<file path="src/rtl/dispatch_pkg.sv">
// Shared types for the job dispatcher: FSM state encoding and completion counter width.
package dispatch_pkg;

  typedef enum logic [1:0] {
    D_IDLE  = 2'd0,
    D_ISSUE = 2'd1,
    D_WAIT  = 2'd2
  } disp_state_t;

  localparam int CNT_W = 8;

endpackage

</file>
<file path="src/rtl/job_fifo.sv">
// Synchronous request FIFO (DEPTH x W) with push/pop, full/empty flags and occupancy count.
module job_fifo #(
  parameter int DEPTH = 4,
  parameter int W     = 4
) (
  input  logic                   clk,
  input  logic                   rst_n,
  input  logic                   i_push,
  input  logic [W-1:0]           i_din,
  input  logic                   i_pop,
  output logic [W-1:0]           o_dout,
  output logic                   o_full,
  output logic                   o_empty,
  output logic [$clog2(DEPTH):0] o_count
);

  localparam int AW = $clog2(DEPTH);

  logic [W-1:0]  r_mem [DEPTH];
  logic [AW-1:0] r_wr;
  logic [AW-1:0] r_rd;
  logic [AW:0]   r_count;
  logic          w_push;
  logic          w_pop;

  assign w_push  = i_push && !o_full;
  assign w_pop   = i_pop && !o_empty;
  assign o_full  = (r_count == (AW+1)'(DEPTH));
  assign o_empty = (r_count == '0);
  assign o_count = r_count;
  assign o_dout  = r_mem[r_rd];

  // Storage carries data only, so it stays out of the reset domain.
  always_ff @(posedge clk) begin
    if (w_push) r_mem[r_wr] <= i_din;
  end

  always_ff @(posedge clk or negedge rst_n) begin
    if (!rst_n) begin
      r_wr    <= '0;
      r_rd    <= '0;
      r_count <= '0;
    end else begin
      if (w_push) r_wr <= r_wr + 1'b1;
      if (w_pop)  r_rd <= r_rd + 1'b1;
      case ({w_push, w_pop})
        2'b10:   r_count <= r_count + 1'b1;
        2'b01:   r_count <= r_count - 1'b1;
        default: r_count <= r_count;
      endcase
    end
  end

endmodule

</file>
<file path="src/rtl/job_dispatcher.sv">
// Job dispatcher: queues job IDs, issues one start pulse per job and reports each completion.
// Define DISPATCH_TIMEOUT_EN to build the D_WAIT watchdog that aborts a job after TIMEOUT cycles.
module job_dispatcher
  import dispatch_pkg::*;
#(
  parameter int DEPTH   = 4,
  parameter int ID_W    = 4,
  parameter int TIMEOUT = 16
) (
  input  logic             clk,
  input  logic             rst_n,
  input  logic             req_valid,
  input  logic [ID_W-1:0]  req_id,
  output logic             req_ready,
  output logic             start,
  input  logic             done,
  output logic             busy,
  output logic             cmpl_valid,
  output logic [ID_W-1:0]  cmpl_id,
  output logic             cmpl_err,
  output logic [CNT_W-1:0] job_count
);

  if (DEPTH < 2 || (DEPTH & (DEPTH - 1)) != 0 || TIMEOUT < 1) begin : g_bad_param
    $error("job_dispatcher: DEPTH must be a power of 2 >= 2 and TIMEOUT >= 1");
  end

  disp_state_t                 r_state;
  disp_state_t                 w_next;
  logic                        r_start;
  logic                        r_cmpl_valid;
  logic [ID_W-1:0]             r_cmpl_id;
  logic [ID_W-1:0]             r_cur_id;
  logic [CNT_W-1:0]            r_job_count;
  logic                        w_push;
  logic                        w_pop;
  logic                        w_cmpl;
  logic                        w_timeout;
  logic                        w_full;
  logic                        w_empty;
  logic [ID_W-1:0]             w_fifo_dout;
  logic [$clog2(DEPTH):0]      w_count;

  assign w_push    = req_valid && !w_full;
  assign w_pop     = (r_state == D_IDLE) && !w_empty;
  assign req_ready = (w_count != ($clog2(DEPTH)+1)'(DEPTH));
  assign start      = r_start;
  assign busy       = (r_state != D_IDLE);
  assign cmpl_valid = r_cmpl_valid;
  assign cmpl_id    = r_cmpl_id;
  assign job_count  = r_job_count;

  job_fifo #(.DEPTH(DEPTH), .W(ID_W)) u_fifo (
    .clk     (clk),
    .rst_n   (rst_n),
    .i_push  (w_push),
    .i_din   (req_id),
    .i_pop   (w_pop),
    .o_dout  (w_fifo_dout),
    .o_full  (w_full),
    .o_empty (w_empty),
    .o_count (w_count)
  );

  always_comb begin
    w_next = r_state;
    w_cmpl = 1'b0;
    case (r_state)
      D_IDLE:  if (!w_empty) w_next = D_ISSUE;
      D_ISSUE: w_next = D_WAIT;
      D_WAIT: begin
        if (done || w_timeout) begin
          w_next = D_IDLE;
          w_cmpl = 1'b1;
        end
      end
      default: w_next = D_IDLE;
    endcase
  end

  always_ff @(posedge clk or negedge rst_n) begin
    if (!rst_n) begin
      r_state      <= D_IDLE;
      r_start      <= 1'b0;
      r_cmpl_valid <= 1'b0;
      r_cmpl_id    <= '0;
      r_job_count  <= '0;
    end else begin
      r_state      <= w_next;
      r_start      <= (w_next == D_ISSUE);
      r_cmpl_valid <= w_cmpl;
      if (w_cmpl) begin
        r_cmpl_id   <= r_cur_id;
        r_job_count <= r_job_count + 1'b1;
      end
    end
  end

  always_ff @(posedge clk) begin
    if (w_pop) r_cur_id <= w_fifo_dout;
  end

`ifdef DISPATCH_TIMEOUT_EN
  localparam int WD_W = $clog2(TIMEOUT + 1);

  logic [WD_W-1:0] r_wd;
  logic            r_cmpl_err;

  // Fires on the TIMEOUT-th WAIT cycle; a done in that same cycle still wins.
  assign w_timeout = (r_state == D_WAIT) && (r_wd == WD_W'(TIMEOUT - 1));
  assign cmpl_err  = r_cmpl_err;

  always_ff @(posedge clk or negedge rst_n) begin
    if (!rst_n) begin
      r_wd       <= '0;
      r_cmpl_err <= 1'b0;
    end else begin
      r_wd       <= (r_state == D_WAIT) ? r_wd + 1'b1 : '0;
      r_cmpl_err <= w_cmpl && !done;
    end
  end
`else
  assign w_timeout = 1'b0;
  assign cmpl_err  = 1'b0;
`endif

endmodule
</file>
<file path="config.mk">
export PLATFORM = sky130hd
export DESIGN_NAME = job_dispatcher
export DESIGN_NICKNAME = d
export VERILOG_FILES = /design/src/rtl/dispatch_pkg.sv /design/src/rtl/job_fifo.sv /design/src/rtl/job_dispatcher.sv
export SDC_FILE = /design/constraint.sdc
export NUM_CORES = 1
export LEC_CHECK = 0
export CAP_MARGIN = 20
export CORE_UTILIZATION = 50
export DETAILED_ROUTE_END_ITERATION = 6
export PLACE_DENSITY = 0.77
export SLEW_MARGIN = 40
export SYNTH_ARGS = -nofsm -noshare
export SYNTH_HDL_FRONTEND = slang
export SYNTH_HIERARCHICAL = 1
export SYNTH_SLANG_ARGS = --single-unit
export TNS_END_PERCENT = 50
</file>
<file path="constraint.sdc">
create_clock -name clk -period 2.4 [get_ports clk]
set_input_delay 0.48 -clock clk [delete_from_list [all_inputs] [get_ports clk]]
set_output_delay 0.48 -clock clk [all_outputs]
set_load 0.01 [all_outputs]
</file>
# After elaboration in Yosys (flattened, before gate mapping)
# Memory sizes are Yosys's and may differ from the RTL's. A register that Yosys moved wholly into a read port is not among the register bits.
# Index checks and enable logic that the tools add are counted.
word_totals:
  elab_cells: 39
  latch_bits: 0
  n_memories: 1
  out_inout_bits: 17
  ram_bits: 16
  in_bits: 8
  mem_bits_ro: 0
  reg_bits: 23
op_classes:
  eq_ne: 7
  bitwise: 0
  mux: 8
  div: 0
  multipliers: 0
  n_reduce_logical: 10
  shift: 0
  add_sub_neg: 5
  n_lt_le_gt_ge: 0
memory_table:
  columns: ["name", "words", "width", "rd", "rd_clocked_by_memory_dff", "wr", "line_no", "source"]
  rows:
  - ["u_fifo.r_mem", 4, 4, 1, 1, 1, "job_fifo.sv:19", "logic [W-1:0] r_mem [DEPTH];"]
ops:
  columns: ["operator", "n"]
  rows:
  - ["8-bit by 1-bit adder with 8-bit output, second input constant", 1]
  - ["2-bit by 1-bit == test with 1-bit output, second input constant", 3]
  - ["2-bit case mux with 3 select lines", 1]
  - ["3-bit case mux with 2 select lines", 1]
  - ["2-bit by 1-bit adder with 2-bit output, second input constant", 2]
  - ["2-bit == test, second input constant", 2]
  - ["1-bit logical AND", 4]
  - ["1-bit 2-to-1 mux", 4]
  - ["2-bit 2-to-1 mux", 2]
  - ["2-bit nonzero test", 2]
  - ["3-bit by 1-bit adder with 3-bit output, second input constant", 1]
  - ["3-bit == test, second input constant", 1]
  - ["3-bit logical NOT", 1]
  - ["3-bit inequality test, second input constant", 1]
  - ["3-bit by 1-bit subtractor with 3-bit output, second input constant", 1]
  - ["1-bit logical NOT", 2]
  - ["2-bit logical NOT", 1]

# Longest topological paths before layout
# Gate-level depths: netlist (run 1).
depth:
  word_depth: 6
  depth_mapped: 10
  depth_no_buf: 10

# Hierarchy
# Netlist (run 1), hierarchy kept.
by_module_without_submodules:
  columns: ["module", "seq_area_each_um2", "cells_each", "n_inst", "area_per_inst_um2"]
  rows:
  - ["job_fifo", 655.6, 58, 1, 1017.2]
  - ["job_dispatcher", 520.5, 66, 1, 795.8]

# Worst setup path before layout (run 1)
# OpenSTA, ideal clock, no wires.
synth_timing:
  path_kind: "reg-to-reg"
  startpoint: "reg r_state[1]"
  endpoint: "reg u_fifo.r_count[2] (netlist: u_fifo/o_count[2])"
  slack_ns: 0.159
  required_ns: 2.321
  n_path_buf: 0
  t_arrival_ns: 2.162
  synth_period_minus_slack_ns: 2.241
  setup_ns: 0.079
  path_stages_with_launch: 10
  path_cell_list: "dfrtp_1 -> or2_1 -> nor2_1 -> o31a_2 -> ha_1 -> inv_1 -> fa_1 -> xor2_1 -> nor2_1 -> xor2_1"
synth_via:
  elab_chain_cells: 5
  elab_cells_between_ends: 7
  cone_classes: "2 x eq/ne; 1 x mux; 4 x reduce/logical"
synth_lines:
  columns: ["item", "line_no", "source"]
  rows:
  - ["from (decl)", "job_dispatcher.sv:28", "disp_state_t r_state;"]
  - ["from (signal assigned)", "job_dispatcher.sv:89", "r_state <= w_next;"]
  - ["2-bit logical NOT *", "job_dispatcher.sv:45", "assign w_pop = (r_state == D_IDLE) && !w_empty;"]
  - ["1-bit logical AND *", "job_dispatcher.sv:45", null]
  - ["via w_pop", "job_dispatcher.sv:36", "logic w_pop;"]
  - ["1-bit logical AND *", "job_fifo.sv:27", "assign w_pop = i_pop && !o_empty;"]
  - ["via u_fifo.w_pop", "job_fifo.sv:24", "logic w_pop;"]
  - ["2-bit by 1-bit == test with 1-bit output or 2-bit == test (tied branches)", "job_fifo.sv:46", "case ({w_push, w_pop})"]
  - ["3-bit case mux with 2 select lines or 2-bit nonzero test (tied branches)", null, null]
  - ["to (signal assigned)", "job_fifo.sv:47", "2'b10: r_count <= r_count + 1'b1;"]
  - ["to (signal assigned)", "job_fifo.sv:48", "2'b01: r_count <= r_count - 1'b1;"]
  - ["to (signal assigned)", "job_fifo.sv:49", "default: r_count <= r_count;"]
  - ["to (decl)", "job_fifo.sv:22", "logic [AW:0] r_count;"]
# The timed path passes the listed nets; every way through them passes the cells marked *.
# A chain may end at the register's enable or synchronous reset.

# Worst setup path in the final report (run 1)
# Same ends and word-level chain as after synthesis.

==> metrics.md, run 1 <==
| Metric | Value |
|---|---|
| Max Clock Skew | 0.01022 ns |
| Mapped Nets | 139 |
| Critical path's slowest cell | dfrtp_1 |
| Register area share after synthesis | 64.87% |
| Clock share of power | 12.8% |
| Port bufs | 23 |
| Worst hold start | r_cur_id[0] |
| Area after DPL | 0.002103 mm^2 |
| CTS tree | yes |
| Final HPWL DP | 2.009 mm |
| Async set or reset register ratio after synthesis | 53.49% |
| Setup bufs post-CTS | 0 |
| Buffers and inverters on the worst path | 1 |
| Final Setup Violations | 0 |
| # clock sinks | 43 |
| Post-synth top flop | dfrtp_1 |
| Final #Nets | 169 |
| H-tree levels | 2 |
| Crit path time final | 2.207 ns |
| Post-synthesis instance total | 124 |
| Crit path kind | register to register |
| RePlAce Congestion | 0.7478 |
| Status | completed |
| Synth top area share | 33.13% |
| Mux cell area share after synthesis | 6.970% |
| Die Area | 0.003871 mm^2 |
| Max Cap Violations | 0 |
| Largest family of logic cells by synthesized area | simple AND/OR/NAND/NOR gates |
| Ports | 25 |
| Share of post-route cells with drive strength above 1 | 16.13% |
| Drt via density | 5.030 |
| CP cell instances | or2_1 > nor2_1 > o31a_2 > ha_1 > inv_1 > fa_1 > xor2_1 > nor2_1 > xor2_1 |
| Clk buf depth | 2 |
| Post-CTS sizing | 0 |
| Reg-to-Reg Start | r_state[1] |
| Number of synthesized flops with an enable pin | 20 |
| Drt first pass iters | 4 |
| PwrDens | 1187 mW/mm^2 |
| Xor/xnor cell area share of the yosys netlist | 6.280% |
| Peak VDD IR | 0.5710 mV |
| Post-Place Cells | 193 |
| Clock Latency Late Sink | 0.34 ns |
| Seq pwr share | 49.3% |
| Vias in the first global route | 1057 |
| Post-synth top cells | 23 x dfrtp_1, 20 x edfxtp_1, 19 x nand2_1 |
| Largest net degree at the start of global routing | 24 |
| Initial Utilization | 53.08% |
| Worst-path fanout max | 4 |
| Int Pwr | 0.001701 W |
| Post-route DRC | 0 |
| Crit end category | register |
| Final slew viol count | 0 |
| Hold slack | 0.4547 ns |
| Delay of the slowest cell on the worst path | 0.44 ns |
| Worst setup path startpoint | r_state[1] |
| Post-DRT Antenna Nets | 0 |
| Startpoint Class | register |
| Sw Ratio | 33.54% |
| Final Cell Area | 0.002157 mm^2 |
| Antenna violations before repair | 0 |
| Die Height | 62.22 um |
| Count leader, synth | dfrtp_1 |
| First-pass GRT wire length | 4.961 mm |
| Register bit total from synthesis | 43 |
| Core area | 0.003416 mm^2 |
| Slack of the worst reg-to-reg path | 0.19 ns |
| TNS Setup | 0 ns |
| Fin crit share | 91.94% |
| Synth area leader | edfxtp_1 |
| P_sw | 0.0008586 W |
| Row count | 21 |
| Worst EP arrival | 2.47 ns |
| Syn Std Cell Area | 0.001813 mm^2 |
| Complex-gate fraction of the synthesized area | 0.5521% |
| FMAX | 0.4532 GHz |
| Iteration-0 DRC Markers | 33 |
| CTS root buf | clkbuf_4 |
| RSZ-0062 raised after global routing | false |
| Clock buffer count from CTS | 5 |
| N_diodes | 0 |
| Worst-path clk slew | 0.11 ns |
| Finished Layout Cells | 201 |
| Adder-cell share of the synthesized area | 5.245% |
| Hold Violations, Final | 0 |
| Syn_area_per_cell | 14.62 um^2 |
| Final wirelength | 2.673 mm |
| Lkg Pwr | 0.9114 nW |
| Die X | 62.22 um |
| Synth area leaders | edfxtp_1 33%, dfrtp_1 32%, mux4_2 5.0%, ha_1 4.1%, nand2_1 3.9% |
| Area growth from synthesis to layout | 18.98% |
| Synth cell types | 30 |
| Kind of cell adding the most delay to the critical path | adder cells |
| Total GRT Usage | 17.12% |
| Remaining Overflow, GRT | 0 |
| Via count | 1011 |
| WL/cell | 13.30 um |
| Hold Crit Class | register to register |
| Yosys warns | 6 |
| Req. time, crit path | 2.67 ns |
| Hold buffers post-CTS | 0 |
| Comb pwr share | 37.9% |
| Simple-Gate Fraction of Synth Area | 13.60% |
cell type report:
cell class	instances	area, um^2
repair buffers	25	245.2
inverters	7	28.78
well taps	46	57.56
clock inverters	2	12.51
clock buffers	6	41.29
flip-flops and latches	43	1176
multi-input cells	72	595.6
fillers	273	1259
worst min-delay path: stages (launching register included):
cell,delay (ns)
edfxtp_1,0.34
nand2_1,0.04
nand2_1,0.05
cell families (layout without fill, tap and decap cells):
kind of cell / Yosys count / in the layout
DFF: 43 / 43
and+or+nand+nor: 43 / 43
xor gates and xnor gates: 13 / 13
buffers and inverters: 9 / 40
adders and majority gates: 7 / 7
muxes: 7 / 7
other: 1 / 1
AOI/OAI and AO/OA: 1 / 1
stage by stage:
step / worst slack (ns) / power, W / util, %
after floorplan: 0.1592 / 0.001882 / -
after global routing: 0.02685 / 0.002751 / 63.15
final: 0.1935 / 0.002560 / 63.15
after CTS: 0.1820 / 0.002596 / 63.15
after global placement: 0.1455 / 0.002186 / 61.58
after detailed placement: 0.04334 / 0.002263 / 61.58
sequential cells by signal (all words and copies together), names as in the netlist:
register and flops:
u_fifo/r_mem 16, job_count 8, u_fifo/r_rd 2, cmpl_id 4, u_fifo/r_wr 2, cmpl_valid 1
start 1, r_cur_id 4, r_state 2, u_fifo/o_count 3
layout by cell type (no fill, tap or decap), types with 2 or more instances in the layout:
cell	n
dfrtp_1	23
clkdlybuf4s50_1	23
edfxtp_1	20
nand2_1	19
nor2_1	7
xnor2_1	7
xor2_1	6
ha_1	6
inv_1	6
clkbuf_4	5
mux4_2	4
nand4_1	3
and2_2	3
nor3_2	2
buf_4	2
worst paths after layout:
| path | end | depth (start not counted) |
|---|---|---|
| min in group asynchronous | u_fifo/r_wr[0] | 2 |
| worst max-delay path | u_fifo/o_count[2] | 9 |
| worst min-delay path | cmpl_id[0] | 2 |
| worst min register to register | cmpl_id[0] | 2 |
| max in group asynchronous | u_fifo/r_rd[0] | 2 |
| worst max register to register | u_fifo/o_count[2] | 9 |
power by group through the flow:
stage	sequential, W	clock (W)	combinational, W
floorplan	0.00125	0	0.000633
global route	0.00130	0.000381	0.00107
finish	0.00126	0.000329	0.000970
detailed placement	0.00128	0	0.000980
global placement	0.00126	0	0.000923
CTS	0.00127	0.000347	0.000981
layer usage:
metal	up-vias	track usage (%)	share of wire, %
met2	28	29.12	51
met3	5	5.515	4.2
met1	501	20.00	42
met5	-	0	0
met4	0	6.977	1.8
li1	477	-	-
Power figures use the tool's default switching activity.
==> run 2, diff against run 1 <==
--- a/config.mk
+++ b/config.mk
@@ -8,6 +8,7 @@
 export CAP_MARGIN = 20
 export CORE_UTILIZATION = 50
 export DETAILED_ROUTE_END_ITERATION = 6
+export MAX_ROUTING_LAYER = met4
 export PLACE_DENSITY = 0.77
 export SLEW_MARGIN = 40
 export SYNTH_ARGS = -nofsm -noshare
==> constraint.sdc (replaced) <==
create_clock -name clk -period 2.4 [get_ports clk]
set_input_delay 0.48 -clock clk [delete_from_list [all_inputs] [get_ports clk]]
set_output_delay 0.48 -clock clk [all_outputs]
set_load 0.005 [all_outputs]
==> run 2 against run 1 <==
Compared with the run above:
- critical path depth is the same
- total power shrank 1.5%
- global-route usage grew 0.47 points
- core utilization is the same
- worst hold slack is essentially flat
- largest cell class unchanged
- die area is the same
- flip-flop and latch count is the same
- via count shrank 0.20%
- sequential share of layout area is the same
- first-iteration DRC count grew 15%
- setup slack lost 0.0067 ns
- non-clock buffer count is the same
==> metrics.md, run 2 (synthesized netlist as in run 1, its figures left out) <==
| Metric | Value |
|---|---|
| Status | completed |
| Hold Violations, Final | 0 (unchanged) |
| Post-CTS sizing | 0 (unchanged) |
| Crit path kind | register to register |
| FMAX | 0.4518 GHz (-0.30%) |
| Req. time, crit path | 2.67 ns (about the same) |
| Clock Latency Late Sink | 0.34 ns (about the same) |
| Max reg flops | 16 (unchanged) |
| TNS Setup | 0 ns (unchanged) |
| Post-DRT Antenna Nets | 0 (unchanged) |
| WL/cell | 13.35 um (+0.37%) |
| Final slew viol count | 0 (unchanged) |
| Worst-path clk slew | 0.11 ns (about the same) |
| # clock sinks | 43 (unchanged) |
| Worst-path fanout max | 4 (unchanged) |
| Hold buffers post-CTS | 0 (unchanged) |
| Lkg Pwr | 0.9114 nW (unchanged) |
| Seq pwr share | 50.0% (+0.7 points) |
| Post-route DRC | 0 (unchanged) |
| Share of post-route cells with drive strength above 1 | 16.13% (unchanged) |
| Sw Ratio | 32.61% (-0.93 points) |
| Largest net degree at the start of global routing | 24 (unchanged) |
| Startpoint Class | register |
| Area growth from synthesis to layout | 18.98% (unchanged) |
| Most flops, register | u_fifo/r_mem |
| CTS tree | yes |
| Utilization after layout | 63.15% (unchanged) |
| N_diodes | 0 (unchanged) |
| Clock buffer count from CTS | 5 (unchanged) |
| Via count | 1009 (-0.20%) |
| CTS root buf | clkbuf_4 |
| Clk buf depth | 2 (unchanged) |
| Drt first pass iters | 4 (unchanged) |
| Final wirelength | 2.683 mm (+0.37%) |
| Drt via density | 5.020 (-0.20%) |
| Final HPWL DP | 2.009 mm (unchanged) |
| Port bufs | 23 (unchanged) |
| Die Area | 0.003871 mm^2 (unchanged) |
| Antenna violations before repair | 0 (unchanged) |
| RePlAce Congestion | 0.7573 (+1.3%) |
| Comb pwr share | 37.0% (-0.9 points) |
| Ports | 25 (unchanged) |
| Max Clock Skew | 0.009791 ns (-0.0004278 ns) |
| Vias in the first global route | 1052 (-0.47%) |
| Fin crit share | 92.22% (+0.28 points) |
| Hold Crit Class | register to register |
| Remaining Overflow, GRT | 0 (unchanged) |
| Iteration-0 DRC Markers | 38 (+15%) |
| Most frequent cells in the layout | 23 x dfrtp_1, 23 x clkdlybuf4s50_1, 20 x edfxtp_1 |
| Core area | 0.003416 mm^2 (unchanged) |
| Crit end category | register |
| P_sw | 0.0008222 W (-4.2%) |
| H-tree levels | 2 (unchanged) |
| Int Pwr | 0.001699 W (-0.13%) |
| Crit path time final | 2.213 ns (+0.006671 ns) |
| Worst EP arrival | 2.48 ns (about the same) |
| Setup bufs post-CTS | 0 (unchanged) |
| Final Setup Violations | 0 (unchanged) |
| Total GRT Usage | 17.59% (+0.47 points) |
| Max Cap Violations | 0 (unchanged) |
| Die Height | 62.22 um (unchanged) |
| Clock share of power | 13.0% (+0.2 points) |
| Initial Utilization | 53.08% (unchanged) |
| Row count | 21 (unchanged) |
| PwrDens | 1169 mW/mm^2 (-1.5%) |
| RSZ-0062 raised after global routing | false |
| Final #Nets | 169 (unchanged) |
| Peak VDD IR | 0.5692 mV (-0.33%) |
| Die X | 62.22 um (unchanged) |
| First-pass GRT wire length | 4.954 mm (-0.14%) |
-- run 2: cell counts in the layout (fill, tap and decap cells not counted) --
Identical to the previous run, type by type.
-- run 2: worst max-delay path, cell delays in order, from the launching register on --
cell and delay, ns:
dfrtp_1 0.44, or2_1 0.29, nor2_1 0.16, o31a_2 0.21, ha_1 0.18, inv_1 0.06, fa_1 0.38, xor2_1 0.15
nor2_1 0.11, xor2_1 0.16
-- run 2: power by group through the flow --
stage | sequential (W) | clock, W | combinational (W)
2_1_floorplan | 0.00122 | 0 | 0.000626
3_3_place_gp | 0.00126 | 0 | 0.000886
3_5_place_dp | 0.00128 | 0 | 0.000942
4_1_cts | 0.00127 | 0.000347 | 0.000944
5_1_grt | 0.00130 | 0.000383 | 0.00103
6_report | 0.00126 | 0.000329 | 0.000932
-- run 2: final timing paths --
path	startpoint	end	slack [ns]	depth (start not counted)
min reg2reg	r_cur_id[0]	cmpl_id[0]	0.45	2
max	r_state[1]	u_fifo/o_count[2]	0.19	9
max in group asynchronous	rst_n	u_fifo/r_rd[0]	1.70	2
max reg2reg	r_state[1]	u_fifo/o_count[2]	0.19	9
min	r_cur_id[0]	cmpl_id[0]	0.45	2
min in group asynchronous	rst_n	u_fifo/r_wr[0]	0.47	2
-- run 2: area by class of cell --
cell class / instances / area (um^2)
clock buffers: 6 / 41.29
clock inverters: 2 / 12.51
fillers: 273 / 1259
inverters: 7 / 28.78
multi-input cells: 72 / 595.6
flip-flops and latches: 43 / 1176
well taps: 46 / 57.56
repair buffers: 25 / 245.2
-- run 2: metal layers --
layer | wire length (um) | track usage (%)
met5 | 0 | -
met4 | 48 | 6.977
met3 | 111 | 5.515
met2 | 1397 | 29.12
met1 | 1125 | 19.87
-- run 2: through the flow --
stage | cell area [um^2] | worst slack [ns] | power, W | std cells | hold WS, ns
floorplan | 1813 | 0.1887 | 0.001847 | 124 | 0.1844
global placement | 2103 | 0.1455 | 0.002149 | 193 | 0.4193
detailed placement | 2103 | 0.04334 | 0.002226 | 193 | 0.4294
CTS | 2157 | 0.1820 | 0.002559 | 201 | 0.4604
global route | 2157 | 0.03407 | 0.002715 | 201 | 0.4777
finish | 2157 | 0.1868 | 0.002521 | 201 | 0.4547
==> run 3, diff against run 2 <==
--- a/config.mk
+++ b/config.mk
@@ -6,10 +6,12 @@
 export NUM_CORES = 1
 export LEC_CHECK = 0
 export CAP_MARGIN = 20
-export CORE_UTILIZATION = 50
+export CELL_PAD_IN_SITES_DETAIL_PLACEMENT = 1
+export CELL_PAD_IN_SITES_GLOBAL_PLACEMENT = 1
+export CORE_UTILIZATION = 44
 export DETAILED_ROUTE_END_ITERATION = 6
 export MAX_ROUTING_LAYER = met4
-export PLACE_DENSITY = 0.77
+export PLACE_DENSITY = 0.81
 export SLEW_MARGIN = 40
 export SYNTH_ARGS = -nofsm -noshare
 export SYNTH_HDL_FRONTEND = slang
==> run 3 against run 2 <==
Compared with the run above:
- sequential share of layout area down 0.84 points
- clock skew down 0.0042 ns
- critical path depth did not move
- cell area up 1.6%
- non-clock buffer count is the same
- maximum frequency rose by 2.6%
- total power up 5.2%
- largest power group unchanged
- register-to-register slack better by 0.06 ns
- clock power rose by 34%
- core utilization down 5.5 points
==> metrics.md, run 3 (synthesized netlist as in run 1, its figures left out) <==
| Metric | Value |
|---|---|
| Antenna violations before repair | 0 (unchanged) |
| CTS tree | yes |
| Die X | 66.19 um (+6.4%) |
| CP cell instances | or2_1 > nor2_1 > o31a_2 > ha_1 > inv_1 > fa_1 > xor2_1 > nor2_1 > xor2_1 |
| Worst-path fanout max | 4 (unchanged) |
| Footprint of the multi-input gates | 595.6 um^2 (unchanged) |
| Fill count | 394 (+44%) |
| Worst-path clk slew | 0.08 ns (-0.03 ns) |
| Row count | 22 (+4.8%) |
| Lkg Pwr | 0.9243 nW (+1.4%) |
| Area growth from synthesis to layout | 20.84% |
| Crit path time final | 2.157 ns (-0.05670 ns) |
| Hold Crit Class | register to register |
| PwrDens | 1211 mW/mm^2 (+3.6%) |
| Die Height | 66.19 um (+6.4%) |
| Post-CTS sizing | 0 (unchanged) |
| RePlAce Congestion | 0.7136 (-5.8%) |
| Core area | 0.003799 mm^2 (+11%) |
| Crit path kind | register to register |
| CTS root buf | clkbuf_8 |
| Clock buffer count from CTS | 5 (unchanged) |
| Register Area | 0.001176 mm^2 (unchanged) |
| Final #Nets | 169 (unchanged) |
| Share of post-route cells with drive strength above 1 | 16.13% (unchanged) |
| Largest net degree at the start of global routing | 24 (unchanged) |
| Remaining Overflow, GRT | 0 (unchanged) |
| Max reg flops | 16 (unchanged) |
| Drt first pass iters | 4 (unchanged) |
| Clock Latency Late Sink | 0.29 ns (-0.05 ns) |
| Max Cap Violations | 0 (unchanged) |
| Post-DRT Antenna Nets | 0 (unchanged) |
| Critical path's slowest cell | dfrtp_1 |
| Port bufs | 23 (unchanged) |
| Peak VDD IR | 0.6517 mV (+14%) |
| Clk buf depth | 2 (unchanged) |
| Initial Utilization | 47.73% (-5.3 points) |
| Delay of the slowest cell on the worst path | 0.42 ns (-0.02 ns) |
| # clock sinks | 43 (unchanged) |
| N_diodes | 0 (unchanged) |
| First-pass GRT wire length | 5.119 mm (+3.3%) |
| Via count | 1017 (+0.79%) |
| Iteration-0 DRC Markers | 61 (+61%) |
| Utilization after layout | 57.67% (-5.5 points) |
| Final HPWL DP | 2.287 mm (+14%) |
| Die Area | 0.004381 mm^2 (+13%) |
| RSZ-0062 raised after global routing | false |
| Drt via density | 5.010 (-0.20%) |
| Final Setup Violations | 0 (unchanged) |
| Post-route DRC | 0 (unchanged) |
| TNS Setup | 0 ns (unchanged) |
| Most flops, register | u_fifo/r_mem |
| Crit end category | register |
| Final slew viol count | 0 (unchanged) |
| FMAX | 0.4637 GHz (+2.6%) |
| Req. time, crit path | 2.62 ns (-0.05 ns) |
| Status | completed |
| H-tree levels | 2 (unchanged) |
| Vias in the first global route | 1106 (+5.1%) |
| Most frequent cells in the layout | 23 x dfrtp_1, 23 x clkdlybuf4s50_1, 20 x edfxtp_1 |
| Hold slack | 0.4554 ns (+0.0006970 ns) |
| Total GRT Usage | 16.86% (-0.72 points) |
| Ports | 25 (unchanged) |
| Startpoint Class | register |
| Hold buffers post-CTS | 0 (unchanged) |
| Fin crit share | 89.85% (-2.4 points) |
| Hold Violations, Final | 0 (unchanged) |
| WL/cell | 14.75 um (+10%) |
| Worst EP arrival | 2.37 ns (-0.11 ns) |
| Final wirelength | 2.994 mm (+12%) |
| Max Clock Skew | 0.005552 ns (-0.004239 ns) |
| Setup bufs post-CTS | 0 (unchanged) |
run 3: cell counts in the layout (fill, tap and decap cells not counted):
No cell type changed its count.
run 3: routing by layer:
| layer | track usage (%) | part of all wire, % | up-vias |
|---|---|---|---|
| met1 | 19.68 | 43 | 511 |
| met3 | 5.690 | 5.3 | 4 |
| met5 | - | 0 | - |
| met4 | 3.989 | 0.90 | 0 |
| met2 | 28.19 | 51 | 26 |
| li1 | - | - | 476 |
run 3: power by group:
part	switching, W	total, W	internal, W	leakage, nW
combinational	0.000405	0.000938	0.000533	0.410
clock	0.000237	0.000441	0.000203	0.0412
sequential	0.000220	0.00127	0.00105	0.473
total	0.000862	0.00265	0.00179	0.924
run 3: area by class of cell:
cell class	instances	share of cell area, %
well taps	48	2.741
inverters	7	1.314
clock buffers	6	3.312
clock inverters	2	0.5711
repair buffers	25	11.19
flip-flops and latches	43	53.68
multi-input cells	72	27.18
run 3: path summary, 6_finish.rpt:
kind | start | endpoint | cells past startpoint | slack, ns
max in group asynchronous | rst_n | job_count[2] | 2 | 1.64
setup / recovery | r_state[1] | u_fifo/o_count[2] | 9 | 0.24
setup reg to reg | r_state[1] | u_fifo/o_count[2] | 9 | 0.24
min in group asynchronous | rst_n | cmpl_valid | 2 | 0.53
hold reg to reg | r_cur_id[1] | cmpl_id[1] | 2 | 0.46
hold / removal | r_cur_id[1] | cmpl_id[1] | 2 | 0.46
run 3: per-stage QoR:
| stage | total power, W | setup WS (ns) | std cells | cell area, um^2 |
|---|---|---|---|---|
| CTS | 0.002707 | 0.2163 | 203 | 2191 |
| global placement | 0.002159 | 0.1452 | 195 | 2106 |
| finish | 0.002652 | 0.2435 | 203 | 2191 |
| detailed placement | 0.002255 | 0.07902 | 195 | 2106 |
| floorplan | 0.001847 | 0.1887 | 124 | 1813 |
| global route | 0.002844 | 0.09573 | 203 | 2191 |
run 3: critical path: cells and delay by family (launching register included):
kind	cells	cell delay, ns
adder cells (fa/ha/maj)	2	0.55
AND/OR/NAND/NOR	3	0.55
buffers and inverters	1	0.06
XOR/XNOR	2	0.29
AO/OA/AOI/OAI	1	0.21
flip-flops	1	0.42
